--- config.mk ---
export PLATFORM = sky130hd
export DESIGN_NAME = compare_search_n_flat
export DESIGN_NICKNAME = d
export VERILOG_FILES = /design/src/rtl/compare_search_n_if.sv /design/src/rtl/compare_search_n.sv /design/src/flat_wrapper.sv
export SDC_FILE = /design/constraint.sdc
export NUM_CORES = 1
export LEC_CHECK = 0
export ABC_AREA = 1
export CAP_MARGIN = 10
export CORE_UTILIZATION = 35
export DETAILED_ROUTE_END_ITERATION = 10
export SETUP_SLACK_MARGIN = 0.1
export SLEW_MARGIN = 10
export SYNTH_ARGS = -nofsm -noshare
export SYNTH_HDL_FRONTEND = slang
export SYNTH_SLANG_ARGS = --single-unit
--- constraint.sdc ---
create_clock -name clk -period 3.6 [get_ports clk]
set_input_delay 0.36 -clock clk [delete_from_list [all_inputs] [get_ports clk]]
set_output_delay 0.36 -clock clk [all_outputs]
set_load 0.005 [all_outputs]
--- src/rtl/compare_search_n_if.sv ---
// compare_search_n_if: start/done request bus plus comparator probe bus.
// COMPARE_SEARCH_ERRCHK_EN adds the err status line.
interface compare_search_n_if #(
  parameter int WIDTH = 8,
  parameter int CW    = 4
);
  logic             start;
  logic             XGY;
  logic             XEY;
  logic             XLY;
  logic [WIDTH-1:0] Y_probe;
  logic             busy;
  logic             done;
  logic             found;
  logic [WIDTH-1:0] result;
  logic [CW-1:0]    probe_cnt;
`ifdef COMPARE_SEARCH_ERRCHK_EN
  logic             err;

  modport slave (
    input  start, XGY, XEY, XLY,
    output Y_probe, busy, done, found,
    output result, probe_cnt, err
  );

  modport master (
    output start, XGY, XEY, XLY,
    input  Y_probe, busy, done, found,
    input  result, probe_cnt, err
  );
`else
  modport slave (
    input  start, XGY, XEY, XLY,
    output Y_probe, busy, done, found,
    output result, probe_cnt
  );

  modport master (
    output start, XGY, XEY, XLY,
    input  Y_probe, busy, done, found,
    input  result, probe_cnt
  );
`endif
endinterface

--- src/rtl/compare_search_n.sv ---
// compare_search_n: binary-search initiator recovering X from compare_n flags.
// Optional COMPARE_SEARCH_ERRCHK_EN: non-one-hot flags abort with err.
module compare_search_n #(
  parameter int WIDTH = 8,
  parameter int CW    = 4
) (
  input logic clk,
  input logic rst_n,
  compare_search_n_if.slave bus
);

  localparam logic [WIDTH-1:0] MAXV = '1;
  localparam logic [WIDTH-1:0] MIDV = MAXV >> 1;

  typedef enum logic [1:0] {
    IDLE,
    SEARCH,
    DONE
  } state_t;

  state_t           state, state_n;
  logic [WIDTH-1:0] lo, lo_n;
  logic [WIDTH-1:0] hi, hi_n;
  logic [WIDTH-1:0] y, y_n;
  logic [WIDTH-1:0] res, res_n;
  logic             fnd, fnd_n;
  logic [CW-1:0]    cnt, cnt_n;
  logic             eq, gt;
  logic             bad;
  logic             fail;

`ifdef COMPARE_SEARCH_ERRCHK_EN
  logic err, err_n;
  assign bad = !$onehot({bus.XGY, bus.XEY, bus.XLY});
  assign bus.err = err;
`else
  assign bad = 1'b0;
`endif

  // XEY wins over XGY; anything else counts as XLY
  assign eq = bus.XEY;
  assign gt = !bus.XEY && bus.XGY;

  // State and datapath registers
  always_ff @(posedge clk or negedge rst_n) begin
    if (!rst_n) begin
      state <= IDLE;
      lo    <= '0;
      hi    <= MAXV;
      y     <= '0;
      res   <= '0;
      fnd   <= 1'b0;
      cnt   <= '0;
`ifdef COMPARE_SEARCH_ERRCHK_EN
      err   <= 1'b0;
`endif
    end else begin
      state <= state_n;
      lo    <= lo_n;
      hi    <= hi_n;
      y     <= y_n;
      res   <= res_n;
      fnd   <= fnd_n;
      cnt   <= cnt_n;
`ifdef COMPARE_SEARCH_ERRCHK_EN
      err   <= err_n;
`endif
    end
  end

  // Next-state and search-step logic
  always_comb begin
    state_n = state;
    lo_n    = lo;
    hi_n    = hi;
    y_n     = y;
    res_n   = res;
    fnd_n   = fnd;
    cnt_n   = cnt;
    fail    = 1'b0;
`ifdef COMPARE_SEARCH_ERRCHK_EN
    err_n   = err;
`endif
    unique case (state)
      IDLE: begin
        if (bus.start) begin
          state_n = SEARCH;
          lo_n    = '0;
          hi_n    = MAXV;
          y_n     = MIDV;
          cnt_n   = '0;
`ifdef COMPARE_SEARCH_ERRCHK_EN
          err_n   = 1'b0;
`endif
        end
      end
      SEARCH: begin
        cnt_n = cnt + 1'b1;
        priority case (1'b1)
          bad: begin
            fnd_n   = 1'b0;
            state_n = DONE;
`ifdef COMPARE_SEARCH_ERRCHK_EN
            err_n   = 1'b1;
`endif
          end
          eq: begin
            res_n   = y;
            fnd_n   = 1'b1;
            state_n = DONE;
          end
          gt: begin
            if (y == MAXV) fail = 1'b1;
            else lo_n = y + 1'b1;
          end
          default: begin
            if (y == '0) fail = 1'b1;
            else hi_n = y - 1'b1;
          end
        endcase
        // Crossed bounds mean X moved under us
        if (!bad && !eq && !fail && (lo_n > hi_n))
          fail = 1'b1;
        if (fail) begin
          fnd_n   = 1'b0;
          res_n   = y;
          state_n = DONE;
        end else if (!bad && !eq) begin
          y_n = WIDTH'(({1'b0, lo_n} + {1'b0, hi_n}) >> 1);
        end
      end
      DONE: begin
        state_n = IDLE;
      end
      default: begin
        state_n = IDLE;
      end
    endcase
  end

  assign bus.Y_probe   = y;
  assign bus.busy      = (state == SEARCH);
  assign bus.done      = (state == DONE);
  assign bus.found     = fnd;
  assign bus.result    = res;
  assign bus.probe_cnt = cnt;

endmodule
--- src/flat_wrapper.sv ---
// flat-port wrapper written by rule: the top's interface ports become plain ports
module compare_search_n_flat 
#(
  parameter int WIDTH = 8,
  parameter int CW    = 4
)
  (clk, rst_n, bus_start, bus_XGY, bus_XEY, bus_XLY, bus_Y_probe, bus_busy, bus_done, bus_found, bus_result, bus_probe_cnt);
  compare_search_n_if #(.WIDTH(WIDTH), .CW(CW)) bus_i ();
  input logic clk;
  input logic rst_n;
  input wire logic [$bits(bus_i.start)-1:0] bus_start;
  input wire logic [$bits(bus_i.XGY)-1:0] bus_XGY;
  input wire logic [$bits(bus_i.XEY)-1:0] bus_XEY;
  input wire logic [$bits(bus_i.XLY)-1:0] bus_XLY;
  output wire logic [$bits(bus_i.Y_probe)-1:0] bus_Y_probe;
  output wire logic [$bits(bus_i.busy)-1:0] bus_busy;
  output wire logic [$bits(bus_i.done)-1:0] bus_done;
  output wire logic [$bits(bus_i.found)-1:0] bus_found;
  output wire logic [$bits(bus_i.result)-1:0] bus_result;
  output wire logic [$bits(bus_i.probe_cnt)-1:0] bus_probe_cnt;
  assign bus_i.start = bus_start;
  assign bus_i.XGY = bus_XGY;
  assign bus_i.XEY = bus_XEY;
  assign bus_i.XLY = bus_XLY;
  assign bus_Y_probe = bus_i.Y_probe;
  assign bus_busy = bus_i.busy;
  assign bus_done = bus_i.done;
  assign bus_found = bus_i.found;
  assign bus_result = bus_i.result;
  assign bus_probe_cnt = bus_i.probe_cnt;
  compare_search_n #(.WIDTH(WIDTH), .CW(CW)) u_core (.clk(clk), .rst_n(rst_n), .bus(bus_i));
endmodule
==> results of run 1 <==
[how the worst min path moves through the flow]
stage | to | start
6_report | u_core.bus.result[3]$_DFFE_PN0P_ | rst_n
5_1_grt | u_core.bus.result[3]$_DFFE_PN0P_ | rst_n
4_1_cts | u_core.bus.result[3]$_DFFE_PN0P_ | rst_n
3_5_place_dp | u_core.lo[5]$_DFFE_PN0P_ | u_core.lo[5]$_DFFE_PN0P_
3_3_place_gp | u_core.bus.probe_cnt[3]$_DFFE_PN0P_ | u_core.bus.probe_cnt[3]$_DFFE_PN0P_
2_1_floorplan | u_core.bus.Y_probe[0]$_DFFE_PN0P_ | rst_n
[routing by layer]
layer | GRT usage | vias up | part of all wire
met5 | 0 | - | 0
met4 | 0.0630 | 0 | 0.015
met2 | 0.298 | 46 | 0.47
li1 | - | 1171 | -
met1 | 0.249 | 1040 | 0.48
met3 | 0.0280 | 7 | 0.041
[cell families (layout without fill, tap and decap cells)]
group | Yosys count | in the layout
multiplexers | 1 | 1
AO/OA/AOI/OAI | 48 | 48
XOR/XNOR | 12 | 12
buffers and inverters | 64 | 99
flip-flops | 39 | 39
adder cells (fa/ha/maj) | 21 | 21
AND/OR/NAND/NOR | 163 | 163
[sequential cells by signal, summed over array words and instances (netlist names)]
name,cells
u_core.lo,8
u_core.bus.Y_probe,8
u_core.bus.probe_cnt,4
u_core.hi,8
u_core.state,2
u_core.bus.result,8
u_core.bus.found,1
[through the flow]
step / util / area [sq um] / power [mW] / hold slack, ns / instances
5_1_grt: 0.435 / 3160 / 3.25 / 0.255 / 482
3_3_place_gp: 0.419 / 3040 / 2.54 / 0.462 / 474
2_1_floorplan: - / 2630 / 1.93 / 0.0644 / 348
6_report: 0.435 / 3160 / 2.95 / 0.188 / 482
3_5_place_dp: 0.419 / 3040 / 2.56 / 0.466 / 474
4_1_cts: 0.435 / 3160 / 2.96 / 0.227 / 482
[layout by cell type (no fill, tap or decap), types with 2 or more instances in the layout]
cell type,Yosys,routed
nand4_1,5,5
ha_1,20,20
a21oi_1,11,11
nor3_1,2,2
clkbuf_8,0,6
o22ai_1,8,8
nand2_2,4,4
o21ai_1,3,4
o21ai_0,15,14
clkdlybuf4s50_1,0,26
dfstp_2,8,8
nor2_1,13,13
nand2_1,99,99
o21ai_2,7,7
buf_4,2,10
inv_1,52,52
xor2_1,11,11
or2_2,2,2
nand3_1,33,33
dfrtp_1,31,31
[cell type report]
class,count,area (sq um),share of cell area
inverter,54,203,0.0642
clock inverter,2,35.0,0.0111
timing repair buffer,37,340,0.108
tap,99,124,0.0392
sequential,39,986,0.312
multi-input combinational,245,1390,0.439
clock buffer,6,82.6,0.0262
[report_power, final]
part           internal (mW)  total [mW]  leakage, nW  switching, mW
registers              0.647       0.823        0.474          0.176
clock network          0.224       0.389       0.0612          0.164
logic                  0.716        1.74         1.12           1.02
total                   1.59        2.95         1.66           1.36
[synthesized netlist by cell type, types with 2 or more instances]
cell | n | area [sq um]
a21oi_1 | 11 | 55.1
buf_2 | 4 | 20.0
buf_4 | 2 | 15.0
clkbuf_1 | 2 | 7.51
dfrtp_1 | 31 | 776
dfstp_2 | 8 | 210
ha_1 | 20 | 250
inv_1 | 52 | 195
nand2_1 | 99 | 372
nand2_2 | 4 | 25.0
nand3_1 | 33 | 165
nand4_1 | 5 | 31.3
nor2_1 | 13 | 48.8
nor3_1 | 2 | 10.0
o21ai_0 | 15 | 75.1
o21ai_1 | 3 | 15.0
o21ai_2 | 7 | 61.3
o22ai_1 | 8 | 50.1
or2_2 | 2 | 12.5
xor2_1 | 11 | 96.3
==> impl_metrics.yaml, run 1 <==
sta:
  post-route-worst-setup-slack_ns: 0.448
  post_route_skew_ns: 0.00342
  grt_setup_unrepaired: "false"
  finalCriticalPeriod_ns: 3.15
  report.final.slew_viol_count: 0
  final_hold_vios: 0
  finalCritPeriodShare: 0.875
  timing.slew.headroom: 0.387
  timing.setup.tns_ns: 0
  fmaxAchievable_mhz: 317
  setup-violations-final: 0
  tightest_slew_ns: 0.920
global_routing:
  grt_total_ovfl: 0
  first_global_vias: 2202
  gr-usage-all-layers: 0.184
  grt_pass1_wl_mm: 10.8
  pin_count_of_the_biggest_net_entering_global_routing: 40
  grt_antenna_before_repair: 0
placement:
  dp.final_hpwl_mm: 4.88
  port-buffer-count: 27
  dp_slack_ns: 0.400
  gp_routability_congestion: 0.893
synth:
  post_synthesis_sequential_area_ratio: 0.375
  netlist-cell-type-count: 36
  yosys.area_share.simple: 0.271
  synth_compound_area_frac: 0.109
  mean_syn_cell_area_sq_um: 7.56
  mappedNetlistArea_sq_um: 2630
  synth-async-reset-ratio: 1.00
  combinational_family_with_the_most_area_after_synthesis: "simple AND/OR/NAND/NOR gates"
  ys_seq_elements: 39
  synth_nets: 375
  synthesis.instances: 348
  count_of_flip_flops_with_a_built_in_enable_after_synthesis: 0
  synth_ff_type: "dfrtp_1"
  yosys_warnings: 0
  post_synth_mux_area_share: 0.00380
  synth-adder-area-share: 0.103
  synthXorXnorAreaFrac: 0.0399
setup_path:
  worstSetupStartpointType: "flop"
  worst_setup_path_end_kind: "flop"
  critPathSlowestCell: "dfrtp_1"
  crit_arrival_ns: 3.34
  critical_path.cell_chain: "ha_1 > nand3_1 > inv_1 > nand2_1 > nand2_2 > o21ai_0 > ha_1 > nor2_1 > nand2_1 > nand2_1 > nand2_1 > nand2_1 > nand2_1 > nand3_2 > nand2_2 > nand2_1 > nand2_1"
  regToRegStartpoint: "u_core.bus.Y_probe[1]$_DFFE_PN0P_"
  critical_register_to_register_path_endpoint: "u_core.bus.Y_probe[5]$_DFFE_PN0P_"
  worst-endpoint-required_ns: 3.79
  cp_num_buf_inv: 1
  timing.critical_path.mode_cell: "nand2_1"
  rr_worst_depth: 17
  crit_fanout: 14
  critPathLaunch: "u_core.bus.Y_probe[1]$_DFFE_PN0P_"
  ff2ff_setup_slack_ns: 0.45
  cp_num_cells: 17
  critical_path.endpoint: "u_core.bus.Y_probe[5]$_DFFE_PN0P_"
  timing.setup.critical_path_class: "flop to flop"
  path_delay_family: "simple AND/OR/NAND/NOR gates"
  cpPeakStageDelay_ns: 0.46
die:
  pin_count: 29
  die_h_microns: 88.7
  rows: 31
  initial_utilization: 0.363
  dieWidth_microns: 88.7
  placeableCoreArea_sq_um: 7250
  design.die.area_sq_um: 7870
power:
  pwr_density_cell_nw_per_um2: 934
  irDropWorstVdd_uv: 236
  leakage_nw: 1.66
route:
  drc: 0
  drt-total-wl_mm: 6.48
  first_pass_iters: 4
  vias_per_cell: 4.70
  drt-initial-drc-count: 128
  route.antenna.remaining_nets: 0
  via_count: 2264
  detail_route.wl_per_cell_microns: 13.4
run_status:
  status: "completed"
cts:
  cts_resizes: 0
  tritoncts: "yes"
  cts_made_buffers: 5
  cts-root-to-sink-buffers: 2
  root_buffer: "clkbuf_8"
  clk_transition_reported_paths_ns: 0.08
  clk-insertion-delay-late_ns: 0.29
  cts-hold-fix-buffers: 0
  cts_num_sinks: 39
  cts_h_tree_depth: 2
  cts_post_setup_buffers_inserted: 0
finish:
  layout-area-overhead-vs-synth_pct: 19.9
  drive_above_1_share: 0.120
  antenna_cells_inserted: 0
  num-nets-final: 409
  fill_cells: 748
min_path:
  min_path_type: "input pin to async pin"
flow_run:
  cap_viol_max_count: 0
Note: power is estimated with default switching activity, not from simulation.
==> run 2, diff against run 1 <==
--- a/config.mk
+++ b/config.mk
@@ -9,6 +9,7 @@
 export CAP_MARGIN = 10
 export CORE_UTILIZATION = 35
 export DETAILED_ROUTE_END_ITERATION = 10
+export DONT_BUFFER_PORTS = 1
 export SETUP_SLACK_MARGIN = 0.1
 export SLEW_MARGIN = 10
 export SYNTH_ARGS = -nofsm -noshare
==> run 2 against run 1 <==
- cell count is 5.6% lower
- power is 7.5% lower
- register-to-register slack better by 0.02 ns
- clock power hardly changed
- non-clock buffer count is 27 lower
- maximum frequency is 0.48% higher
- sequential power is 2% higher
- clock-buffer cell count stayed put
- critical path depth is 2 higher
- final area is 7.9% lower
- utilization is 3.4 points lower
- global-route usage is 1.1 points lower
- critical endpoint unchanged
- largest power group unchanged
==> impl_metrics.yaml, run 2 (synthesis results as in run 1) <==
setup_path:
  worstSetupStartpointType: "flop"
  regToRegStartpoint: "u_core.bus.Y_probe[1]$_DFFE_PN0P_"
  timing.setup.critical_path_class: "flop to flop"
  critical_register_to_register_path_endpoint: "u_core.bus.Y_probe[5]$_DFFE_PN0P_"
  crit_fanout: 14
  ff2ff_setup_slack_ns: 0.46
  worst-endpoint-required_ns: 3.79
  crit_arrival_ns: 3.33
  worst_setup_path_end_kind: "flop"
  rr_worst_depth: 19
route:
  first_pass_iters: 4
  via_count: 2220
  route.top_layer_used: "met4"
  drc: 0
  drt-initial-drc-count: 161
  vias_per_cell: 4.88
  route.antenna.remaining_nets: 0
  drt-total-wl_mm: 6.25
  detailroute.wirelength.met3_microns: 337
  wl_met2_mm: 2.88
  total_routed_wire_length_on_the_met1_layer_mm: 2.90
  detail_route.wl_per_cell_microns: 13.7
power:
  part_of_the_power_in_the_clock_network: 0.143
  pwr_density_cell_nw_per_um2: 938
  power.switching_mw: 1.33
  leakage_nw: 1.56
  switching_share: 0.488
  irDropWorstVdd_uv: 226
  internal_power_mw: 1.39
  totalPowerFinal_mw: 2.73
  power.share.sequential: 0.309
  power_frac_comb: 0.548
global_routing:
  grt_pass1_wl_mm: 10.1
  pin_count_of_the_biggest_net_entering_global_routing: 40
  grt_antenna_before_repair: 0
  first_global_vias: 2041
  grt_total_ovfl: 0
  gr-usage-all-layers: 0.173
sta:
  timing.slew.headroom: 0.650
  tightest_slew_ns: 0.524
  setup-violations-final: 0
  finalCritPeriodShare: 0.871
  final_hold_vios: 0
  report.final.slew_viol_count: 0
  fmaxAchievable_mhz: 319
  post_route_skew_ns: 0.0100
  finalCriticalPeriod_ns: 3.14
  timing.setup.tns_ns: 0
  grt_setup_unrepaired: "false"
cts:
  cts-root-to-sink-buffers: 2
  clk_transition_reported_paths_ns: 0.09
  clk-insertion-delay-late_ns: 0.30
  cts_made_buffers: 5
  cts_num_sinks: 39
  cts_h_tree_depth: 2
  tritoncts: "yes"
  root_buffer: "clkbuf_8"
min_path:
  min_path_cells: 2
  min_path_type: "input pin to flop"
  hold_end: "u_core.bus.found$_DFFE_PN0P_"
  hold_path.startpoint: "bus_XEY"
die:
  initial_utilization: 0.363
  placeableCoreArea_sq_um: 7250
  pin_count: 29
  dieWidth_microns: 88.7
  design.die.area_sq_um: 7870
  rows: 31
  die_h_microns: 88.7
finish:
  layout-area-overhead-vs-synth_pct: 10.4
  leading_cell_type_in_the_layout_fill_and_taps_excluded: "nand2_1"
  drive_above_1_share: 0.124
  num-nets-final: 382
  commonest_cells_after_routing_fill_and_taps_aside: "nand2_1 (99), inv_1 (52), nand3_1 (33), dfrtp_1 (31), ha_1 (20)"
  antenna_cells_inserted: 0
  fill_cells: 754
  fin_cells: 455
placement:
  placed_cell_count: 445
  gp_routability_congestion: 0.889
  dp.final_hpwl_mm: 4.60
  port-buffer-count: 0
run_status:
  status: "completed"
flow_run:
  cap_viol_max_count: 0
## run 2: cell count changes in the layout (fill, tap and decap cells not counted)
cell / change
buf_4: -2
clkdlybuf4s50_1: -26
buf_12: +1
buf_2: -1
o21ai_1: +2
dlygate4sd3_1: +1
o21ai_0: -2
## run 2: worst max path at each step
stage / startpoint / to / depth (start not counted)
after detailed placement: u_core.bus.Y_probe[1]$_DFFE_PN0P_ / u_core.bus.Y_probe[5]$_DFFE_PN0P_ / 17
final: u_core.bus.Y_probe[1]$_DFFE_PN0P_ / u_core.bus.Y_probe[5]$_DFFE_PN0P_ / 19
after global routing: u_core.bus.Y_probe[1]$_DFFE_PN0P_ / u_core.bus.Y_probe[1]$_DFFE_PN0P_ / 15
after global placement: u_core.bus.Y_probe[1]$_DFFE_PN0P_ / u_core.bus.Y_probe[2]$_DFFE_PN0P_ / 17
after floorplan: u_core.bus.Y_probe[0]$_DFFE_PN0P_ / u_core.bus.found$_DFFE_PN0P_ / 21
after CTS: u_core.bus.Y_probe[1]$_DFFE_PN0P_ / u_core.bus.Y_probe[5]$_DFFE_PN0P_ / 17
## run 2: per-stage QoR
stage / hold slack, ns / instance area [sq um] / setup slack (ns) / util
6_report: 0.213 / 2910 / 0.464 / 0.401
5_1_grt: 0.212 / 2910 / 0.118 / 0.401
4_1_cts: 0.210 / 2910 / 0.391 / 0.401
3_5_place_dp: 0.0652 / 2760 / 0.417 / 0.380
3_3_place_gp: 0.0652 / 2760 / 0.499 / 0.380
2_1_floorplan: 0.0644 / 2630 / 0.926 / -
## run 2: repair_timing
item	CTS	global route
endpoints found under the hold margin	39	0
hold buffers	2	0
buffers inserted	0	0
gates resized for setup	0	3
endpoints found under the setup margin	0	7
## run 2: metal layers
metal,vias up,global-route usage
li1,1119,-
met3,11,0.0289
met2,58,0.272
met4,0,0.0660
met5,-,0
met1,1032,0.236
## run 2: critical path: stages (launching register included)
cell	delay (ns)
dfrtp_1	0.49
ha_1	0.24
nand3_1	0.16
inv_1	0.14
nand2_1	0.07
nand2_2	0.24
nand2_1	0.09
o21ai_0	0.12
inv_1	0.11
ha_1	0.34
o21ai_0	0.16
nand2_1	0.07
nand2_1	0.06
nand2_1	0.05
nand2_1	0.06
nand2_1	0.10
nand3_2	0.20
nand2_2	0.16
nand2_1	0.11
nand2_1	0.05
## run 2: layout make-up
| cell class | count | area [sq um] | area share |
|---|---|---|---|
| multi-input cells | 245 | 1390 | 0.477 |
| flip-flops and latches | 39 | 986 | 0.339 |
| inverters | 54 | 203 | 0.0697 |
| well taps | 99 | 124 | 0.0426 |
| repair buffers | 10 | 90.1 | 0.0310 |
| clock buffers | 6 | 82.6 | 0.0284 |
| clock inverters | 2 | 35.0 | 0.0121 |
## run 2: power by group through the flow
stage	Sequential, mW	Clock (mW)	Combinational (mW)
2_1_floorplan	0.774	0	1.16
3_3_place_gp	0.847	0	1.45
3_5_place_dp	0.853	0	1.46
4_1_cts	0.845	0.398	1.49
5_1_grt	0.875	0.418	1.70
6_report	0.842	0.390	1.49
==> run 3, diff against run 2 <==
--- a/config.mk
+++ b/config.mk
@@ -7,6 +7,7 @@
 export LEC_CHECK = 0
 export ABC_AREA = 1
 export CAP_MARGIN = 10
+export CORE_MARGIN = 2
 export CORE_UTILIZATION = 35
 export DETAILED_ROUTE_END_ITERATION = 10
 export DONT_BUFFER_PORTS = 1
==> run 3 against run 2 <==
- register-to-register slack better by 0.13 ns
- maximum frequency rose by 4.3%
- combinational power up 7%
- clock power shrank 25%
- via count increased by 2.1%
- clock-buffer cell count is 1 higher
- global-route usage down 0.41 points
- final area grew 1.6%
- hold slack better by 0.013 ns
- sequential cell count unchanged
- worst setup slack gained 0.13 ns
- sequential share of layout area fell by 0.53 points
==> impl_metrics.yaml, run 3 (synthesis results as in run 1) <==
run_status:
  status: "completed"
cts:
  tritoncts: "yes"
  clk_transition_reported_paths_ns: 0.08
  cts_h_tree_depth: 2
  cts-root-to-sink-buffers: 2
  cts_resizes: 0
  clk-insertion-delay-late_ns: 0.29
  root_buffer: "clkbuf_8"
  cts_made_buffers: 5
  cts_num_sinks: 39
setup_path:
  path_delay_family: "simple AND/OR/NAND/NOR gates"
  timing.setup.critical_path_class: "flop to flop"
  critical_path.cell_chain: "ha_1 > nand3_1 > inv_1 > nand2_1 > nand2_2 > nand2_1 > o21ai_0 > inv_1 > ha_1 > o21ai_0 > nand2_1 > nand2_1 > nand2_1 > nand2_1 > nand2_1 > buf_4 > nand2_2 > nand2_4 > nand2_1 > o21ai_2"
  worst-endpoint-required_ns: 3.78
  worstSetupStartpointType: "flop"
  cp_num_buf_inv: 3
  cp_num_cells: 20
  regToRegStartpoint: "u_core.bus.Y_probe[1]$_DFFE_PN0P_"
  crit_arrival_ns: 3.19
  crit_fanout: 18
  rr_worst_depth: 20
  critical_register_to_register_path_endpoint: "u_core.bus.result[1]$_DFFE_PN0P_"
  timing.critical_path.mode_cell: "nand2_1"
  worst_setup_path_end_kind: "flop"
  ff2ff_setup_slack_ns: 0.59
  cpPeakStageDelay_ns: 0.49
  critPathSlowestCell: "dfrtp_1"
die:
  initial_utilization: 0.363
  die_h_microns: 90.7
  pin_count: 29
  rows: 31
  dieWidth_microns: 90.7
  placeableCoreArea_sq_um: 7250
  design.die.area_sq_um: 8230
sta:
  timing.setup.tns_ns: 0
  tightest_slew_ns: 0.529
  post_route_skew_ns: 0.00293
  final_hold_vios: 0
  hold_ws_ns: 0.226
  setup-violations-final: 0
  post-route-worst-setup-slack_ns: 0.594
  report.final.slew_viol_count: 0
  fmaxAchievable_mhz: 333
  grt_setup_unrepaired: "false"
  finalCritPeriodShare: 0.835
  finalCriticalPeriod_ns: 3.01
  timing.slew.headroom: 0.646
route:
  via_count: 2267
  vias_per_cell: 4.86
  drt-total-wl_mm: 6.46
  drt-initial-drc-count: 136
  detail_route.wl_per_cell_microns: 13.9
  route.antenna.remaining_nets: 0
  first_pass_iters: 6
  drc: 0
power:
  leakage_nw: 1.59
  totalPowerFinal_mw: 2.72
  irDropWorstVdd_uv: 221
  pwr_density_cell_nw_per_um2: 921
global_routing:
  grt_pass1_wl_mm: 11.1
  first_global_vias: 2170
  pin_count_of_the_biggest_net_entering_global_routing: 40
  grt_total_ovfl: 0
  gr-usage-all-layers: 0.169
  grt_antenna_before_repair: 0
finish:
  postLayoutCoreUtil: 0.407
  num-nets-final: 393
  leading_cell_type_in_the_layout_fill_and_taps_excluded: "nand2_1"
  antenna_cells_inserted: 0
  fin_cells: 466
  finish.instance_area_sq_um: 2950
  commonest_cells_after_routing_fill_and_taps_aside: "nand2_1 (99), inv_1 (52), nand3_1 (33), dfrtp_1 (31), ha_1 (20)"
  drive_above_1_share: 0.144
  layout-area-overhead-vs-synth_pct: 12.2
placement:
  port-buffer-count: 0
  dp_slack_ns: 0.606
  dp.final_hpwl_mm: 4.88
  placed_cell_area_sq_um: 2840
  gp_routability_congestion: 0.937
  placed_cell_count: 456
flow_run:
  cap_viol_max_count: 0
min_path:
  min_path_type: "input pin to flop"
  hold_end: "u_core.bus.found$_DFFE_PN0P_"
  hold_path.startpoint: "bus_XEY"
  min_path_cells: 2
-- run 3: changes by cell type in the layout (fill, tap and decap cells not counted) --
| cell | before | now |
|---|---|---|
| buf_4 | 8 | 19 |
| o21ai_0 | 12 | 15 |
| o21ai_1 | 6 | 3 |
| clkbuf_1 | 0 | 2 |
| bufinv_16 | 1 | 0 |
| clkbuf_8 | 6 | 5 |
-- run 3: power breakdown --
part | leakage, nW | switching [mW] | internal [mW]
sequential | 0.474 | 0.189 | 0.647
combinational | 1.08 | 0.997 | 0.593
clock | 0.0422 | 0.156 | 0.136
-- run 3: layout make-up --
class | instances | area [sq um]
fillers | 762 | 4300
clock inverters | 1 | 5.00
multi-input cells | 245 | 1390
repair buffers | 21 | 173
inverters | 54 | 203
well taps | 99 | 124
clock buffers | 7 | 76.3
flip-flops and latches | 39 | 986
-- run 3: timing repair --
action	in CTS	in global routing
endpoints found under the hold margin	39	0
hold buffers	2	0
buffers inserted	0	0
-- run 3: worst max path at each step --
stage / slack (ns) / startpoint / end
final: 0.59 / u_core.bus.Y_probe[1]$_DFFE_PN0P_ / u_core.bus.result[1]$_DFFE_PN0P_
after global routing: 0.30 / u_core.bus.Y_probe[1]$_DFFE_PN0P_ / u_core.bus.result[1]$_DFFE_PN0P_
after CTS: 0.58 / u_core.bus.Y_probe[1]$_DFFE_PN0P_ / u_core.bus.result[2]$_DFFE_PN0P_
after detailed placement: 0.61 / u_core.bus.Y_probe[1]$_DFFE_PN0P_ / u_core.bus.result[2]$_DFFE_PN0P_
after global placement: 0.59 / u_core.bus.Y_probe[1]$_DFFE_PN0P_ / u_core.bus.result[6]$_DFFE_PN0P_
after floorplan: 0.93 / u_core.bus.Y_probe[0]$_DFFE_PN0P_ / u_core.bus.found$_DFFE_PN0P_
-- run 3: layer usage --
metal	global-route usage	vias up	routed length, microns
met4	0.0474	0	104
met3	0.0292	9	274
met2	0.278	57	3110
met1	0.227	1061	2980
li1	-	1140	-
met5	0	-	0
